===== config.mk =====
export PLATFORM = sky130hd
export DESIGN_NAME = inst_mem_loader_flat
export DESIGN_NICKNAME = d
export VERILOG_FILES = /design/src/rtl/inst_mem_loader_pkg.sv /design/src/rtl/inst_mem_loader_if.sv /design/src/rtl/inst_mem_loader_word_serializer.sv /design/src/rtl/inst_mem_loader.sv /design/src/flat_wrapper.sv
export SDC_FILE = /design/constraint.sdc
export NUM_CORES = 1
export LEC_CHECK = 0
export ABC_AREA = 0
export CORE_MARGIN = 2
export CORE_UTILIZATION = 35
export DETAILED_ROUTE_END_ITERATION = 10
export GPL_TIMING_DRIVEN = 0
export RECOVER_POWER = 25
export SYNTH_ARGS = -nofsm -noshare
export SYNTH_HDL_FRONTEND = slang
export SYNTH_SLANG_ARGS = --single-unit

===== constraint.sdc =====
create_clock -name i_clk -period 3.2 [get_ports i_clk]
set_input_delay 0.64 -clock i_clk [delete_from_list [all_inputs] [get_ports i_clk]]
set_output_delay 0.64 -clock i_clk [all_outputs]
set_load 0.01 [all_outputs]

===== src/rtl/inst_mem_loader_pkg.sv =====
// inst_loader_pkg: shared types and constants for the instruction memory
// loader and its word serializer.
package inst_loader_pkg;

  localparam int BYTES_PER_WORD = 4;
  localparam int BEAT_W = 2;

  typedef logic [BEAT_W-1:0] beat_t;

  typedef enum logic [1:0] {
    IDLE,
    LOAD,
    WRITE,
    FIN
  } state_t;

endpackage


===== src/rtl/inst_mem_loader_if.sv =====
// inst_mem_loader_if: valid/ready word stream feeding the loader.
// Master is the program source, slave is the loader.
interface inst_mem_loader_if #(
  parameter int SIZE = 8
);

  logic              in_valid;
  logic              in_ready;
  logic [4*SIZE-1:0] in_word;
  logic              in_last;

  modport master (
    output in_valid,
    output in_word,
    output in_last,
    input  in_ready
  );

  modport slave (
    input  in_valid,
    input  in_word,
    input  in_last,
    output in_ready
  );

endinterface


===== src/rtl/inst_mem_loader_word_serializer.sv =====
// word_serializer: holds one word and emits it MSB byte first,
// one byte per shift, flagging the fourth beat.
module word_serializer
  import inst_loader_pkg::*;
#(
  parameter int SIZE = 8
) (
  input  logic                             i_clk,
  input  logic                             i_rst,
  input  logic                             i_load,
  input  logic                             i_shift,
  input  logic [BYTES_PER_WORD*SIZE-1:0]   i_word,
  output logic [SIZE-1:0]                  o_byte,
  output logic                             o_last_beat
);

  localparam int WW = BYTES_PER_WORD * SIZE;

  logic [WW-1:0] r_sreg;
  beat_t         r_beat;

  always_ff @(posedge i_clk) begin
    if (i_rst) begin
      r_sreg <= '0;
      r_beat <= '0;
    end else if (i_load) begin
      r_sreg <= i_word;
      r_beat <= '0;
    end else if (i_shift) begin
      r_sreg <= r_sreg << SIZE;
      r_beat <= r_beat + 1'b1;
    end
  end

  assign o_byte      = r_sreg[WW-1 -: SIZE];
  assign o_last_beat = (r_beat == beat_t'(BYTES_PER_WORD - 1));

endmodule


===== src/rtl/inst_mem_loader.sv =====
// inst_mem_loader: writes streamed words big-endian into byte memory.
// Define INST_MEM_LOADER_CHECKSUM_EN to add the o_checksum output.
module inst_mem_loader
  import inst_loader_pkg::*;
#(
  parameter int SIZE  = 8,
  parameter int DEPTH = 256
) (
  input  logic                i_clk,
  input  logic                i_rst,
  input  logic                i_start,
  input  logic [4*SIZE-1:0]   i_start_adr,
  inst_mem_loader_if.slave    s_in,
  output logic                o_mem_we,
  output logic [4*SIZE-1:0]   o_mem_adr,
  output logic [SIZE-1:0]     o_mem_data,
  output logic                o_busy,
  output logic                o_done,
  output logic                o_err,
  output logic [4*SIZE-1:0]   o_word_count
`ifdef INST_MEM_LOADER_CHECKSUM_EN
  ,
  output logic [4*SIZE-1:0]   o_checksum
`endif
);

  localparam int WW = BYTES_PER_WORD * SIZE;

  state_t        r_state;
  state_t        w_next;
  logic [WW-1:0] r_ptr;
  logic [WW-1:0] r_wc;
  logic          r_err;
  logic          r_last;

  logic          w_ready;
  logic          w_load;
  logic          w_shift;
  logic          w_reject;
  logic          w_acc_start;
  logic          w_bad_start;
  logic          w_fits;
  logic          w_last_beat;
  logic [WW:0]   w_end;
  logic [SIZE-1:0] w_byte;

  // Widened so a pointer near the top of the address space cannot wrap.
  assign w_end  = {1'b0, r_ptr} + (WW+1)'(BYTES_PER_WORD);
  assign w_fits = (w_end <= (WW+1)'(DEPTH));

  word_serializer #(.SIZE(SIZE)) u_ser (
    .i_clk       (i_clk),
    .i_rst       (i_rst),
    .i_load      (w_load),
    .i_shift     (w_shift),
    .i_word      (s_in.in_word),
    .o_byte      (w_byte),
    .o_last_beat (w_last_beat)
  );

  always_ff @(posedge i_clk) begin
    if (i_rst) r_state <= IDLE;
    else       r_state <= w_next;
  end

  always_comb begin
    w_next      = r_state;
    w_ready     = 1'b0;
    w_load      = 1'b0;
    w_shift     = 1'b0;
    w_reject    = 1'b0;
    w_acc_start = 1'b0;
    w_bad_start = 1'b0;
    o_busy      = 1'b0;
    o_done      = 1'b0;
    o_mem_we    = 1'b0;
    unique case (r_state)
      IDLE: begin
        if (i_start) begin
          if (i_start_adr[1:0] == 2'b00) begin
            w_acc_start = 1'b1;
            w_next      = LOAD;
          end else begin
            w_bad_start = 1'b1;
          end
        end
      end
      LOAD: begin
        o_busy  = 1'b1;
        w_ready = 1'b1;
        if (s_in.in_valid) begin
          if (w_fits) begin
            w_load = 1'b1;
            w_next = WRITE;
          end else begin
            w_reject = 1'b1;
            w_next   = IDLE;
          end
        end
      end
      WRITE: begin
        o_busy   = 1'b1;
        o_mem_we = 1'b1;
        w_shift  = 1'b1;
        if (w_last_beat) w_next = r_last ? FIN : LOAD;
      end
      FIN: begin
        o_done = 1'b1;
        w_next = IDLE;
      end
      default: w_next = IDLE;
    endcase
  end

  always_ff @(posedge i_clk) begin
    if (i_rst) begin
      r_ptr  <= '0;
      r_wc   <= '0;
      r_err  <= 1'b0;
      r_last <= 1'b0;
    end else begin
      if (w_acc_start) begin
        r_ptr <= i_start_adr;
        r_wc  <= '0;
        r_err <= 1'b0;
      end
      if (w_bad_start || w_reject) r_err <= 1'b1;
      if (w_load) r_last <= s_in.in_last;
      if (w_shift) begin
        r_ptr <= r_ptr + 1'b1;
        if (w_last_beat) r_wc <= r_wc + 1'b1;
      end
    end
  end

`ifdef INST_MEM_LOADER_CHECKSUM_EN
  logic [WW-1:0] r_ck;

  always_ff @(posedge i_clk) begin
    if (i_rst)            r_ck <= '0;
    else if (w_acc_start) r_ck <= '0;
    else if (w_load)      r_ck <= r_ck + s_in.in_word;
  end

  assign o_checksum = r_ck;
`endif

  assign s_in.in_ready = w_ready;
  assign o_mem_adr     = o_mem_we ? r_ptr  : '0;
  assign o_mem_data    = o_mem_we ? w_byte : '0;
  assign o_err         = r_err;
  assign o_word_count  = r_wc;

endmodule


===== src/flat_wrapper.sv =====
// flat-port wrapper written by rule: the top's interface ports become plain ports
module inst_mem_loader_flat import inst_loader_pkg::*;
#(
  parameter int SIZE  = 8,
  parameter int DEPTH = 256
)
  (i_clk, i_rst, i_start, i_start_adr, o_mem_we, o_mem_adr, o_mem_data, o_busy, o_done, o_err, o_word_count, s_in_in_valid, s_in_in_word, s_in_in_last, s_in_in_ready);
  inst_mem_loader_if #(.SIZE(SIZE)) s_in_i ();
  input  logic i_clk;
  input  logic i_rst;
  input  logic i_start;
  input  logic [4*SIZE-1:0] i_start_adr;
  output logic o_mem_we;
  output logic [4*SIZE-1:0] o_mem_adr;
  output logic [SIZE-1:0] o_mem_data;
  output logic o_busy;
  output logic o_done;
  output logic o_err;
  output logic [4*SIZE-1:0] o_word_count;
  input wire logic [$bits(s_in_i.in_valid)-1:0] s_in_in_valid;
  input wire logic [$bits(s_in_i.in_word)-1:0] s_in_in_word;
  input wire logic [$bits(s_in_i.in_last)-1:0] s_in_in_last;
  output wire logic [$bits(s_in_i.in_ready)-1:0] s_in_in_ready;
  assign s_in_i.in_valid = s_in_in_valid;
  assign s_in_i.in_word = s_in_in_word;
  assign s_in_i.in_last = s_in_in_last;
  assign s_in_in_ready = s_in_i.in_ready;
  inst_mem_loader #(.SIZE(SIZE), .DEPTH(DEPTH)) u_core (.i_clk(i_clk), .i_rst(i_rst), .i_start(i_start), .i_start_adr(i_start_adr), .s_in(s_in_i), .o_mem_we(o_mem_we), .o_mem_adr(o_mem_adr), .o_mem_data(o_mem_data), .o_busy(o_busy), .o_done(o_done), .o_err(o_err), .o_word_count(o_word_count));
endmodule

# After elaboration in Yosys (flattened, before gate mapping)
# Index checks and enable logic that the tools add are counted.
[word_totals]
reg_bits = 102
inputBits = 69
output_inout_bits = 77
word_cells = 63
[classes]
addsub = 4
magnitude_cmp = 1
eq_ne = 8
mux = 34
n_reduce_logical = 9
[ops]
columns = ["operator", "n"]
rows = [
  ["$mux W32", 8],
  ["$add A32 B1 Y32 const B", 2],
  ["$add A32 B3 Y33 const B", 1],
  ["$le A33 B9 Y1 const B", 1],
  ["$mux W1", 18],
  ["$mux W2", 6],
  ["$mux W8", 1],
  ["$pmux W2 S4", 1],
  ["$eq A2 B2 Y1 const B", 3],
  ["$ne A2 B2 Y1 const B", 3],
  ["$reduce_bool A2 Y1", 3],
  ["$logic_not A2 Y1", 2],
  ["$reduce_and A4 Y1", 1],
  ["$reduce_or A2 Y1", 2],
  ["$add A2 B1 Y2 const B", 1],
  ["$eq A2 B1 Y1 const B", 1],
  ["$ne A2 B1 Y1 const B", 1],
  ["$logic_or A1 B1 Y1", 1],
]

# Logic depth before layout (Yosys ltp)
[logic_depth]
word_depth = 7
mapped_depth = 11
depth_no_buf = 9

# Modules after synthesis
# A second synthesis with hierarchy kept.
[unflattened]
hier_cells = 745
area_unflattened_um2 = 5964.5
[modules_own_cells]
columns = ["mod", "n_inst", "cells_per_inst", "area_per_inst_um2", "seq_area_each_um2"]
rows = [
  ["inst_mem_loader", 1, 587, 4390.5, 1361.3],
  ["word_serializer", 1, 158, 1574.0, 680.7],
]

# Least setup slack after synthesis
# No wires, ideal clock.
[synth_path]
kind = "reg-to-reg"
startpoint = "reg u_core.r_ptr[16]"
endpoint = "reg u_core.u_ser.r_sreg[22]"
setup_time_ns = 0.123
t_arrival_ns = 3.045
required_ns = 3.077
setup_slack_ns = 0.031
path_stages_with_launch = 10
n_path_buf = 2
period_less_slack_ns = 3.169
cell_sequence = "dfxtp_1 -> clkbuf_1 -> nand4_1 -> nor4_1 -> nand4_1 -> mux2i_1 -> or4_1 -> nor3_4 -> buf_6 -> mux2_1"
[synth_between]
elab_chain_cells = 6
word_cells_on_any_way = 7
classes_between = "1 x add/sub; 1 x order compare; 4 x mux; 1 x reduce/logical"
[synth_lines]
columns = ["element", "line", "text"]
rows = [
  ["start: declaration", "inst_mem_loader.sv:31", "logic [WW-1:0] r_ptr;"],
  ["start signal: assignment", "inst_mem_loader.sv:123", "r_ptr <= i_start_adr;"],
  ["start signal: assignment", "inst_mem_loader.sv:130", "r_ptr <= r_ptr + 1'b1;"],
  ["$add A32 B3 Y33 *", "inst_mem_loader.sv:48", "assign w_end = {1'b0, r_ptr} + (WW+1)'(BYTES_PER_WORD);"],
  ["$le A33 B9 Y1 *", "inst_mem_loader.sv:49", "assign w_fits = (w_end <= (WW+1)'(DEPTH));"],
  ["$mux W1 *", "inst_mem_loader.sv:92", "if (w_fits) begin"],
  ["$mux W1 *", "inst_mem_loader.sv:91", "if (s_in.in_valid) begin"],
  ["$mux W1 *", "inst_mem_loader.sv:77", "unique case (r_state)"],
  ["$mux W32 or $reduce_bool A2 Y1 (tied branches)", "-", ""],
  ["end signal: assignment", "inst_mem_loader_word_serializer.sv:27", "r_sreg <= i_word;"],
  ["end signal: assignment", "inst_mem_loader_word_serializer.sv:30", "r_sreg <= r_sreg << SIZE;"],
  ["end: declaration", "inst_mem_loader_word_serializer.sv:19", "logic [WW-1:0] r_sreg;"],
]
# Mark *: on every way between the ends. The rest lies on a longest branch, timed or not.
# A chain may end at the register's enable or synchronous reset.

# Final worst setup path
[layout_path]
startpoint = "reg u_core.r_ptr[20]"
endpoint = "reg u_core.u_ser.r_sreg[29]"
# The elaborated chain is that of the path after synthesis.

==> run metrics <==
run status finished, final reports clean; #FFs+latches synth 102; via count ~6400; Antenna Nets Post-Route 0; sequential area share after synthesis about a third; Syn-to-layout area delta 38.6%; CP endpoint kind flop; end of the critical path u_core.u_ser.r_sreg[29]; Tmin final 3.11 ns; Critical Path AT 3.36 ns; Tot GR Track Use around 22%; Post-Syn Instances between 700 and 800; Synth Cell Area 6100 µm²; pre-CTS WS -0.923 ns; max-cap violations 0; DP Area between 7000 and 8000 µm²; RePlAce Congestion 0.981; share of layout cells above drive strength 1 about 8%; Synth area leaders dfxtp_1 (33%), nor2_1 (6.6%), mux2i_1 (6.2%); met3 usage 3.80%; R2R depth 10; count of buffers from port buffering about 140; Initial Util 35.5%; clk slew on worst S/H paths about 0.08 ns; post-route insts no fill about 1200; crit-path max cell delay 0.62 ns; area leader, netlist dfxtp_1; Crit path max-delay family simple AND/OR/NAND/NOR gates; initial DRC count between 400 and 500; antenna violations before repair 0; R2R Setup Slk about 0.092 ns; PD cells around 350 nW/µm²; Pleak 3.06 nW; hold-fix buffers at CTS 0; core area between 15000 and 20000 µm²; crit path cell chain nand4_1 > buf_4 > nor4_4 > nand2b_1 > a31oi_1 > or4_1 > nor3_4 > buf_12 > buf_6 > mux2_1; EDFF count, synth 0; Slew headroom between 10% and 20%; die area approximately 18000 µm²; clk sinks just over 100; Residual DRC 0; Syn Nets 873; Max Fclk 322 MHz; IO Pins between 100 and 150; Distinct cells, synth 56; DRT Pass-1 Iters 5; commonest non-fill, non-tap cell in the layout clkdlybuf4s50_1; Final Cycle Share 97.1%; Final WS setup slightly above 0.09 ns; Skew-Pair Late Insertion Delay roughly 0.36 ns; CP Class flop to flop; H-tree depth 3; remaining global-route overflow 0; crit path launch type flop; Worst Path Buf+Inv 3; GR peak layer met2; met1 Use GR 30.9%; Root Driver clkbuf_16; DPL Wire Length ~15 mm; Final Net Count just over 1000; CTS Buffer Depth 2; hold_ws roughly 0.48 ns; # placed instances between 1000 and 1500; Synth Warn # 0; Tot Pwr ~3 mW; r2r endpoint u_core.u_ser.r_sreg[29]; Max VDD drop 0.251 mV; final setup vio count 0; largest net degree at the start of global routing 20; Levels on crit path 10; Hold WC Path Type flop to flop; Least-Margin Pin Slew between 1 and 1.5 ns; Hold Violations, Final 0; Die X between 100 and 150 µm; ys async rst share 0%; CP required between 3 and 4 ns; vias in the first global route 5943; Num CTS Buffers 9; cell row count 48; # diodes 0; DR vias/cell around 5.4; Design Area, Final around 8500 µm²; global-route wire length before repair around 32 mm; post-DR wirelength/cell roughly 18 µm; Synth Flop Type dfxtp_1; CTS tree built; area fraction of the dominant cell type after synthesis between 30% and 40%; routed wire length ~21 mm; R2R Path Start u_core.r_ptr[20]; fin. max-slew vios 0; highest-count cells in the layout ignoring fill and taps clkdlybuf4s50_1 (109), nor2_1 (107), dfxtp_1 (99); Avg Synthesized Cell Area 7.66 µm²; Max stage delay cell, worst path or4_1; M2 GR Usage 33.8%; Die Span Y 136 µm; critical path launch point u_core.r_ptr[20]; Clock Skew around 0.0068 ns; Crit Path Max Fanout 10
-- cells by family (layout without fill, tap and decap cells) --
logic type,Yosys count,after routing,synth area share [%]
and+or+nand+nor,384,384,31.6
buffers and inverters,74,238,4.94
muxes,63,63,10.9
adders and majority gates,8,8,1.64
DFF,102,102,33.5
xor gates and xnor gates,17,17,2.44
AOI/OAI and AO/OA,148,148,15.1
-- report_power, final --
group          internal, mW  switching [mW]
clock network         0.769           0.528
registers              1.30          0.0349
logic                 0.175           0.185
-- synth_stat cells (all sizes together) (8+ instances only) --
library cell  count
nor2b            27
a31oi            12
mux2i            38
nand2            65
nand4            21
dfxtp           102
a21oi            55
nor4             14
and2             38
clkbuf           47
nor2            107
nor3             38
xor2              9
o21ai            31
xnor2             8
buf              13
and3             10
nand3            42
inv              13
mux2             25
ha                8
-- worst min-delay path by stage --
stage / start / endpoint / slack, ns / cells past startpoint
floorplan: u_core.r_last / u_core.r_last / 0.43 / 2
global route: u_core.u_ser.r_sreg[4] / u_core.u_ser.r_sreg[4] / 0.50 / 2
detailed placement: u_core.r_last / u_core.r_last / 0.47 / 2
CTS: u_core.r_last / u_core.r_last / 0.48 / 2
finish: u_core.r_last / u_core.r_last / 0.48 / 2
global placement: u_core.r_last / u_core.r_last / 0.46 / 2
-- registers in the layout (all words and copies together) (netlist names) --
register	count
u_core.r_last	1
u_core.o_err	1
u_core.u_ser.r_beat	2
u_core.o_word_count	32
u_core.r_ptr	32
u_core.r_state	2
u_core.u_ser.r_sreg	32
-- per-stage QoR --
step                      TNS [ns]  util [%]
after floorplan                  0         -
after global placement      -52.61      45.5
after detailed placement    -52.85      45.5
after CTS                        0      48.5
after global routing        -0.408      49.2
final                            0      49.2
-- worst min-delay path, stage by stage (launching register included) --
cell and delay, ns:
dfxtp_1 0.32, nand2_1 0.05, mux2i_1 0.05
-- routing by layer --
| metal | share of wire [%] | routed length [µm] |
|---|---|---|
| met5 | 0 | 0 |
| met3 | 7.2 | 1520 |
| met4 | 3.3 | 690 |
| met2 | 44 | 9220 |
| met1 | 46 | 9640 |
-- area by class of cell --
class	count	area (µm²)
multi-input cells	620	3920
clock inverters	7	121
inverters	14	55.1
well taps	225	282
clock buffers	9	225
plain buffers	50	248
repair buffers	158	1560
fillers	1747	8720
flip-flops and latches	102	2050
-- what timing repair did --
| action | CTS | global route |
|---|---|---|
| setup endpoints to repair | 80 | 58 |
| resized for setup | 33 | 21 |
| pin swaps | 5 | 6 |
| setup buffers | 7 | 7 |
(Power assumes the default switching activity.)
